**config.mk**
```make
export PLATFORM = sky130hd
export DESIGN_NAME = ula_sequencer
export DESIGN_NICKNAME = d
export VERILOG_FILES = /design/src/rtl/ula_pkg.sv /design/src/rtl/ula_regfile.sv /design/src/rtl/ula_sequencer.sv
export SDC_FILE = /design/constraint.sdc
export NUM_CORES = 1
export LEC_CHECK = 0
export CORE_UTILIZATION = 54
export CTS_CLUSTER_SIZE = 14
export DETAILED_ROUTE_END_ITERATION = 6
export GPL_TIMING_DRIVEN = 0
export PLACE_DENSITY = 0.91
export SLEW_MARGIN = 20
export SYNTH_ARGS = -nofsm -noshare
export SYNTH_HDL_FRONTEND = slang
export SYNTH_HIERARCHICAL = 1
export SYNTH_SLANG_ARGS = --single-unit
```
**constraint.sdc**
```tcl
create_clock -name clk -period 7.3 [get_ports clk]
set_input_delay 1.46 -clock clk [delete_from_list [all_inputs] [get_ports clk]]
set_output_delay 1.46 -clock clk [all_outputs]
set_load 0.005 [all_outputs]
```
**src/rtl/ula_pkg.sv**
```systemverilog
// Shared definitions for the ULA command sequencer: data width, opcode
// encodings, sequencer state encoding and small opcode-decode helpers.
package ula_pkg;

   localparam int DW = 8;

   localparam logic [7:0] OP_NONE  = 8'h00;
   localparam logic [7:0] OP_ADD   = 8'h01;
   localparam logic [7:0] OP_SUB   = 8'h02;
   localparam logic [7:0] OP_MUL   = 8'h03;
   localparam logic [7:0] OP_DIV   = 8'h04;
   localparam logic [7:0] OP_MOD   = 8'h05;
   localparam logic [7:0] OP_LOADI = 8'h10;

   typedef enum logic [1:0] {
      ST_IDLE = 2'd0,
      ST_EXEC = 2'd1,
      ST_RESP = 2'd2
   } state_t;

   // True for the opcodes whose divisor must be non-zero.
   function automatic logic is_div_op(input logic [7:0] op);
      return (op == OP_DIV) || (op == OP_MOD);
   endfunction

endpackage

```
**src/rtl/ula_regfile.sv**
```systemverilog
// Architectural register file: NREG x 8-bit, two combinational read ports,
// one synchronous write port, asynchronous reset to zero.
module ula_regfile import ula_pkg::*; #(
   parameter int NREG = 4,
   parameter int AW   = $clog2(NREG)
) (
   input  logic          clk,
   input  logic          rst,
   input  logic [AW-1:0] rd_addr_a,
   input  logic [AW-1:0] rd_addr_b,
   output logic [DW-1:0] rd_data_a,
   output logic [DW-1:0] rd_data_b,
   input  logic          wr_en,
   input  logic [AW-1:0] wr_addr,
   input  logic [DW-1:0] wr_data
);

   logic [DW-1:0] regs [NREG];

   // Storage update: clear everything on reset, otherwise single-port write.
   always_ff @(posedge clk or posedge rst) begin
      if (rst) begin
         for (int i = 0; i < NREG; i++) begin
            regs[i] <= 8'h00;
         end
      end else if (wr_en) begin
         regs[wr_addr] <= wr_data;
      end
   end

   assign rd_data_a = regs[rd_addr_a];
   assign rd_data_b = regs[rd_addr_b];

endmodule

```
**src/rtl/ula_sequencer.sv**
```systemverilog
// Command sequencer in front of the combinational ULA. Accepts one command
// at a time, reads operands from the register file, presents them to the
// ULA for one cycle, commits the result and returns a response.
module ula_sequencer import ula_pkg::*; #(
   parameter  int NREG = 4,
   localparam int AW   = $clog2(NREG)
) (
   input  logic          clk,
   input  logic          rst,
   input  logic          cmd_valid,
   output logic          cmd_ready,
   input  logic [7:0]    cmd_opcode,
   input  logic [AW-1:0] cmd_src_a,
   input  logic [AW-1:0] cmd_src_b,
   input  logic [AW-1:0] cmd_dst,
   input  logic [7:0]    cmd_imm,
   output logic [7:0]    alu_opcode,
   output logic [7:0]    alu_operand1,
   output logic [7:0]    alu_operand2,
   input  logic [7:0]    alu_result,
   input  logic [7:0]    alu_flags,
   output logic          rsp_valid,
   input  logic          rsp_ready,
   output logic [7:0]    rsp_data,
   output logic [7:0]    rsp_flags,
   output logic          rsp_err,
   output logic [7:0]    flags_q,
   output logic          busy
);

   state_t        state;
   logic [AW-1:0] dst;
   logic [7:0]    imm;

   logic [7:0]    rd_data_a;
   logic [7:0]    rd_data_b;

   // Outcome of the command currently in EXEC.
   logic          wr_en;
   logic [7:0]    wr_data;
   logic          res_err;
   logic          res_upd_flags;
   logic [7:0]    res_data;
   logic [7:0]    res_flags;

   ula_regfile #(
      .NREG (NREG),
      .AW   (AW)
   ) u_regfile (
      .clk       (clk),
      .rst       (rst),
      .rd_addr_a (cmd_src_a),
      .rd_addr_b (cmd_src_b),
      .rd_data_a (rd_data_a),
      .rd_data_b (rd_data_b),
      .wr_en     (wr_en),
      .wr_addr   (dst),
      .wr_data   (wr_data)
   );

   // Decode the latched opcode and the ULA outputs into writeback/response values.
   always_comb begin
      wr_en         = 1'b0;
      wr_data       = 8'h00;
      res_err       = 1'b0;
      res_upd_flags = 1'b0;
      res_data      = 8'h00;
      res_flags     = 8'h00;
      if (state == ST_EXEC) begin
         case (alu_opcode)
            OP_ADD, OP_SUB, OP_MUL, OP_DIV, OP_MOD: begin
               if (is_div_op(alu_opcode) && (alu_operand2 == 8'h00)) begin
                  res_err = 1'b1;
               end else begin
                  wr_en         = 1'b1;
                  wr_data       = alu_result;
                  res_upd_flags = 1'b1;
                  res_data      = alu_result;
                  res_flags     = alu_flags;
               end
            end
            OP_LOADI: begin
               wr_en    = 1'b1;
               wr_data  = imm;
               res_data = imm;
            end
            default: begin
               res_err = 1'b1;
            end
         endcase
      end else begin
         wr_en = 1'b0;
      end
   end

   // Control FSM with all externally visible outputs held in registers.
   always_ff @(posedge clk or posedge rst) begin
      if (rst) begin
         state        <= ST_IDLE;
         dst          <= '0;
         imm          <= 8'h00;
         cmd_ready    <= 1'b1;
         busy         <= 1'b0;
         alu_opcode   <= OP_NONE;
         alu_operand1 <= 8'h00;
         alu_operand2 <= 8'h00;
         rsp_valid    <= 1'b0;
         rsp_data     <= 8'h00;
         rsp_flags    <= 8'h00;
         rsp_err      <= 1'b0;
         flags_q      <= 8'h00;
      end else begin
         case (state)
            ST_IDLE: begin
               if (cmd_valid) begin
                  state        <= ST_EXEC;
                  dst          <= cmd_dst;
                  imm          <= cmd_imm;
                  alu_opcode   <= cmd_opcode;
                  alu_operand1 <= rd_data_a;
                  alu_operand2 <= rd_data_b;
                  cmd_ready    <= 1'b0;
                  busy         <= 1'b1;
               end else begin
                  state <= ST_IDLE;
               end
            end
            ST_EXEC: begin
               state        <= ST_RESP;
               alu_opcode   <= OP_NONE;
               alu_operand1 <= 8'h00;
               alu_operand2 <= 8'h00;
               rsp_valid    <= 1'b1;
               rsp_data     <= res_data;
               rsp_flags    <= res_flags;
               rsp_err      <= res_err;
               if (res_upd_flags) begin
                  flags_q <= alu_flags;
               end else begin
                  flags_q <= flags_q;
               end
            end
            ST_RESP: begin
               if (rsp_ready) begin
                  state     <= ST_IDLE;
                  rsp_valid <= 1'b0;
                  rsp_data  <= 8'h00;
                  rsp_flags <= 8'h00;
                  rsp_err   <= 1'b0;
                  cmd_ready <= 1'b1;
                  busy      <= 1'b0;
               end else begin
                  state <= ST_RESP;
               end
            end
            default: begin
               state        <= ST_IDLE;
               cmd_ready    <= 1'b1;
               busy         <= 1'b0;
               alu_opcode   <= OP_NONE;
               alu_operand1 <= 8'h00;
               alu_operand2 <= 8'h00;
               rsp_valid    <= 1'b0;
               rsp_data     <= 8'h00;
               rsp_flags    <= 8'h00;
               rsp_err      <= 1'b0;
            end
         endcase
      end
   end

endmodule

```
==> results of run 1 <==
registers in the layout (all words and copies together), names as in the netlist, 2 cells and up:
signal / cells
alu_opcode: 8
imm: 8
flags_q: 8
u_regfile/regs: 32
dst: 2
rsp_flags: 8
rsp_data: 8
alu_operand1: 8
state: 2
alu_operand2: 8
per-layer routing:
| metal | global-route usage, % | wire length (um) | up-vias |
|---|---|---|---|
| li1 | - | - | 1362 |
| met1 | 35.0 | 4130 | 1599 |
| met2 | 46.3 | 5490 | 135 |
| met3 | 5.61 | 667 | 27 |
| met4 | 10.4 | 276 | 0 |
| met5 | 0 | 0 | - |
critical path, delay by kind of cell:
| family | cells | cell delay (ns) |
|---|---|---|
| AOI/OAI and AO/OA | 2 | 0.95 |
| buffers and inverters | 2 | 0.90 |
kinds of logic (layout without fill, tap and decap cells):
kind of cell           Yosys count  after routing  share of synthesized area (%)
DFF                             96             96                           56.0
muxes                           66             66                           21.7
AOI/OAI and AO/OA               64             64                           11.6
and+or+nand+nor                 56             56                           8.69
buffers and inverters           19            125                           2.04
per-stage QoR:
| step | cell area [um2] | instances | utilization [%] | worst slack (ns) | power (uW) |
|---|---|---|---|---|---|
| floorplan | 4290 | 301 | - | 4.24 | 1210 |
| global placement | 5310 | 492 | 69.1 | 3.17 | 1510 |
| detailed placement | 5340 | 493 | 69.5 | 3.94 | 1550 |
| CTS | 5540 | 509 | 72.1 | 4.30 | 1890 |
| global route | 5540 | 509 | 72.1 | 4.16 | 1990 |
| finish | 5540 | 509 | 72.1 | 4.29 | 1890 |
power by group through the flow:
stage | combinational [uW] | clock [uW] | sequential (uW)
finish | 699 | 349 | 845
global route | 751 | 374 | 869
CTS | 700 | 349 | 842
detailed placement | 694 | 0 | 853
global placement | 672 | 0 | 836
floorplan | 388 | 0 | 823
synth_stat cells, drive strengths merged, types with 2 or more instances:
cell type and n:
nand4 5, mux4 16, mux2 50, a21boi 4, a22o 32, nor4b 2
a21oi 11, nand2 18, nor3 7, nor4 3, clkbuf 5, and3 2
a32oi 4, dfrtp 95, inv 5, nand3b 2, nand2b 2, buf 9
o21ai 7, nor2 8, a22oi 4, nand3 4
how the worst min path moves through the flow:
stage                            to  depth (start not counted)       from  slack (ns)
after floorplan           cmd_ready                          2  cmd_ready        0.45
after global placement    cmd_ready                          2  cmd_ready        0.45
after detailed placement  cmd_ready                          2  cmd_ready        0.46
after CTS                 cmd_ready                          2  cmd_ready        0.47
after global routing      cmd_ready                          2  cmd_ready        0.50
final                     cmd_ready                          2  cmd_ready        0.47
final cells by class:
type | count | area (um2) | area share [%]
sequential | 96 | 2400 | 43.4
multi-input combinational | 186 | 1800 | 32.5
timing repair buffer | 90 | 918 | 16.6
clock buffer | 12 | 145 | 2.62
tap | 102 | 128 | 2.30
buffer | 14 | 68.8 | 1.24
clock inverter | 4 | 53.8 | 0.971
inverter | 5 | 21.3 | 0.384
==> impl_metrics.json, run 1 <==
{
  "synth_seq_area_share_pct": 56.0,
  "p_int_uw": 1270,
  "fmax_mhz": 332,
  "die_y_um": 91.2,
  "fin_crit_ns": 3.01,
  "grt_max_degree": 47,
  "finalHoldViolCount": 0,
  "rsz0062_at_grt": "false",
  "core_area_mm2": 0.00769,
  "tightestPinTransition_ns": 0.859,
  "htree_levels": 3,
  "clk_path_buf_depth": 2,
  "antenna_found_initial": 0,
  "cts_setup_buffers": 0,
  "endpoint_kind": "register",
  "avgRoutedWirePerCell_um": 20.8,
  "drt.antenna.violating_nets": 0,
  "synth_edf_count": 0,
  "first_global_vias": 3304,
  "syn_avg_cell_area_um2": 14.3,
  "drcViolationCount": 0,
  "via_per_inst": 6.14,
  "synthCells": 301,
  "seqPwrFrac_pct": 44.6,
  "pwr-share-clk_pct": 18.4,
  "clk_pin_slew_worst_paths_ns": 0.09,
  "slew_violations": 0,
  "ys_types": 42,
  "cp-start-kind": "input pin",
  "synthArstFlopShare_pct": 100,
  "fillers": 501,
  "swShare_pct": 33.2,
  "crit_chain": "clkdlybuf4s50_1 > a21oi_1 > clkbuf_1 > a22o_2",
  "path_max_fanout": 10,
  "synth_seq_cells": 96,
  "r2r-end": "u_regfile/regs[31]",
  "synth_top_area_share_pct": 55.4,
  "crit_type": "in2reg",
  "die_x_um": 91.2,
  "skew_ns": 0.0126,
  "maxCapViolations": 0,
  "fin_hold_ws_ns": 0.467,
  "vias": 3123,
  "cts_resized": 0,
  "wirelength_mm": 10.6,
  "tns_ns": 0,
  "gp_congestion": 0.797,
  "yosysWarnings": 6,
  "cp.required_ns": 7.60,
  "dieArea_mm2": 0.00831,
  "mostFrequentLayoutCell": "dfrtp_1",
  "layout-drive-gt1-share_pct": 27.3,
  "peakVddDrop_uv": 145,
  "final-setup-viol-count": 0,
  "mostFrequentLayoutCells": "dfrtp_1 (95), clkdlybuf4s50_1 (89), mux2_2 (48), a22o_1 (23), nand2_1 (18)",
  "r2r_cells": 6,
  "slowest_stage": "a21oi_1",
  "synth_fp_nets": 343,
  "nNetsFinal": 444,
  "p_sw_uw": 628,
  "crit_start": "rsp_ready",
  "dr.pass1.iters": 4,
  "cts_buffers": 9,
  "syn_to_final_growth_pct": 29.1,
  "worstHoldPathType": "reg2reg",
  "synth.largest_area_cell": "dfrtp_1",
  "timing.rr.start": "alu_opcode[7]",
  "overflow": 0,
  "endpoint": "rsp_flags[2]",
  "max_stage_delay_ns": 0.71,
  "synth_top_flop_cell": "dfrtp_1",
  "port_buffers": 89,
  "syn-cell-area_mm2": 0.00429,
  "antenna_cells": 0,
  "grt_pass1_wl_mm": 17.3,
  "slew_headroom_pct": 42.8,
  "holdBufCountCts": 0,
  "track_usage_pct": 27.4,
  "leakagePower_uw": 0.00230,
  "cts_root_buffer": "clkbuf_8",
  "pwr-share-comb_pct": 36.9,
  "initial_core_util_pct": 55.8,
  "power_density_mw_per_mm2": 342,
  "drt_iter0_drc": 201,
  "io-pin-count": 94,
  "arrival_ns": 3.32,
  "clk_latency_ns": 0.36,
  "clock_sinks": 96,
  "period_share_pct": 41.2,
  "tritoncts": "built",
  "rows": 32,
  "dp_hpwl_mm": 7.75,
  "rrSetupSlack_ns": 4.34,
  "status": "finished clean",
  "synthTopCellsByArea": "dfrtp_1 (55%), mux2_2 (13%), mux4_2 (8.4%)"
}
Power figures use the tool's default switching activity.
==> inputs of run 2 (changes only) <==
--- a/config.mk
+++ b/config.mk
@@ -5,11 +5,11 @@
 export SDC_FILE = /design/constraint.sdc
 export NUM_CORES = 1
 export LEC_CHECK = 0
-export CORE_UTILIZATION = 54
+export CORE_UTILIZATION = 51
 export CTS_CLUSTER_SIZE = 14
 export DETAILED_ROUTE_END_ITERATION = 6
 export GPL_TIMING_DRIVEN = 0
-export PLACE_DENSITY = 0.91
+export PLACE_DENSITY = 0.87
 export SLEW_MARGIN = 20
 export SYNTH_ARGS = -nofsm -noshare
 export SYNTH_HDL_FRONTEND = slang
==> constraint.sdc (replaced) <==
create_clock -name clk -period 3 [get_ports clk]
set_input_delay 0.6 -clock clk [delete_from_list [all_inputs] [get_ports clk]]
set_output_delay 0.6 -clock clk [all_outputs]
set_load 0.005 [all_outputs]
==> impl_metrics.json, run 2 (same netlist as run 1, synthesis figures left out) <==
{
  "arrival_ns": 3.16,
  "dp_hpwl_mm": 7.61,
  "vias": 3062,
  "drt_iter0_drc": 161,
  "clk_latency_ns": 0.36,
  "dieArea_mm2": 0.00879,
  "layout-drive-gt1-share_pct": 27.3,
  "cts_buffers": 9,
  "clk_pin_slew_worst_paths_ns": 0.10,
  "holdBufCountCts": 0,
  "syn_to_final_growth_pct": 29.7,
  "rsz0062_at_grt": "false",
  "grt_max_degree": 55,
  "tritoncts": "built",
  "path_max_fanout": 9,
  "tns_ns": 0,
  "die_y_um": 93.7,
  "cp.required_ns": 3.24,
  "clk_path_buf_depth": 2,
  "mostFrequentLayoutCell": "dfrtp_1",
  "port_buffers": 89,
  "cts_resized": 0,
  "largest_register": "u_regfile/regs",
  "grt.met3_usage_pct": 4.77,
  "overflow": 0,
  "slew_violations": 0,
  "maxCapViolations": 0,
  "skew_ns": 0.0168,
  "fmax_mhz": 342,
  "dpl_worst_slack_ns": 0.140,
  "htree_levels": 3,
  "cts_root_buffer": "clkbuf_8",
  "cts_setup_buffers": 0,
  "avgRoutedWirePerCell_um": 20.2,
  "final_util_pct": 68.1,
  "antenna_cells": 0,
  "finalHoldViolCount": 0,
  "busiest_layer": "met2",
  "initial_core_util_pct": 52.5,
  "drt.antenna.violating_nets": 0,
  "power_density_mw_per_mm2": 841,
  "dpl-instance-area_mm2": 0.00534,
  "mostFrequentLayoutCells": "dfrtp_1 (95), clkdlybuf4s50_1 (89), mux2_2 (48), a22o_1 (23), nand2_1 (18)",
  "leakagePower_uw": 0.00232,
  "fin_crit_ns": 2.93,
  "dr.pass1.iters": 4,
  "tightestPinTransition_ns": 0.818,
  "track_usage_pct": 25.7,
  "slew_headroom_pct": 45.4,
  "worstHoldPathType": "reg2reg",
  "use_met1_pct": 32.2,
  "fin_area_mm2": 0.00557,
  "core_area_mm2": 0.00818,
  "use_met2_pct": 43.6,
  "endpoint_kind": "register",
  "status": "finished clean",
  "die_x_um": 93.7,
  "antenna_found_initial": 0,
  "nNetsFinal": 444,
  "rows": 33,
  "period_share_pct": 97.5,
  "gp_congestion": 0.788,
  "first_global_vias": 3220,
  "drcViolationCount": 0,
  "final-setup-viol-count": 0,
  "peakVddDrop_uv": 413,
  "fin_ws_ns": 0.0735,
  "via_per_inst": 5.98,
  "largest_register_ffs": 32,
  "cp-start-kind": "register",
  "io-pin-count": 94,
  "power_uw": 4680,
  "grt_pass1_wl_mm": 16.7,
  "clock_sinks": 96,
  "crit_type": "reg2reg",
  "wirelength_mm": 10.3
}
-- run 2: changes by cell type in the layout (fill, tap and decap cells not counted) --
cell and change:
clkinvlp_4 -2, bufinv_16 +1, clkinv_4 +1
-- run 2: critical path: stages, from the launching register on --
cell,delay (ns)
dfrtp_1,0.52
a211o_2,0.42
nor3_2,0.37
a21oi_1,0.17
nor2_1,0.40
nor3b_4,0.54
mux2_2,0.39
-- run 2: power by group --
group / switching [uW] / total (uW) / internal [uW]
clock: 433 / 929 / 496
combinational: 716 / 1690 / 978
sequential: 366 / 2060 / 1690
total: 1510 / 4680 / 3170
-- run 2: path summary, 6_finish.rpt --
check / from / endpoint / slack [ns] / cells after the start
setup / recovery: alu_opcode[2] / u_regfile/regs[25] / 0.07 / 6
hold / removal: cmd_ready / cmd_ready / 0.47 / 2
setup reg to reg: alu_opcode[2] / u_regfile/regs[25] / 0.07 / 6
hold reg to reg: cmd_ready / cmd_ready / 0.47 / 2
max in group asynchronous: rst / u_regfile/regs[16] / 1.82 / 2
min in group asynchronous: rst / dst[0] / 0.54 / 2
-- run 2: layout make-up --
cell class	count	area, um2
clock inverters	4	77.6
repair buffers	90	918
plain buffers	14	68.8
fillers	562	2610
inverters	5	21.3
well taps	105	131
clock buffers	12	145
multi-input cells	186	1800
flip-flops and latches	96	2400
-- run 2: metal layers --
layer / vias up / part of all wire [%]
li1: 1353 / -
met1: 1563 / 40
met2: 123 / 52
met3: 23 / 6.0
met4: 0 / 2.2
met5: - / 0
-- run 2: stage by stage --
stage          instances  hold slack (ns)
2_1_floorplan        301            0.451
6_report             512            0.468
4_1_cts              512            0.471
3_3_place_gp         495            0.454
5_1_grt              512            0.517
3_5_place_dp         496            0.457
==> inputs of run 3 (changes only) <==
--- a/config.mk
+++ b/config.mk
@@ -5,6 +5,7 @@
 export SDC_FILE = /design/constraint.sdc
 export NUM_CORES = 1
 export LEC_CHECK = 0
+export ABC_CLOCK_PERIOD_IN_PS = 3000
 export CORE_UTILIZATION = 51
 export CTS_CLUSTER_SIZE = 14
 export DETAILED_ROUTE_END_ITERATION = 6
==> results of run 3 <==
The final DEF is identical to that of run 2; final timing and power are the same.
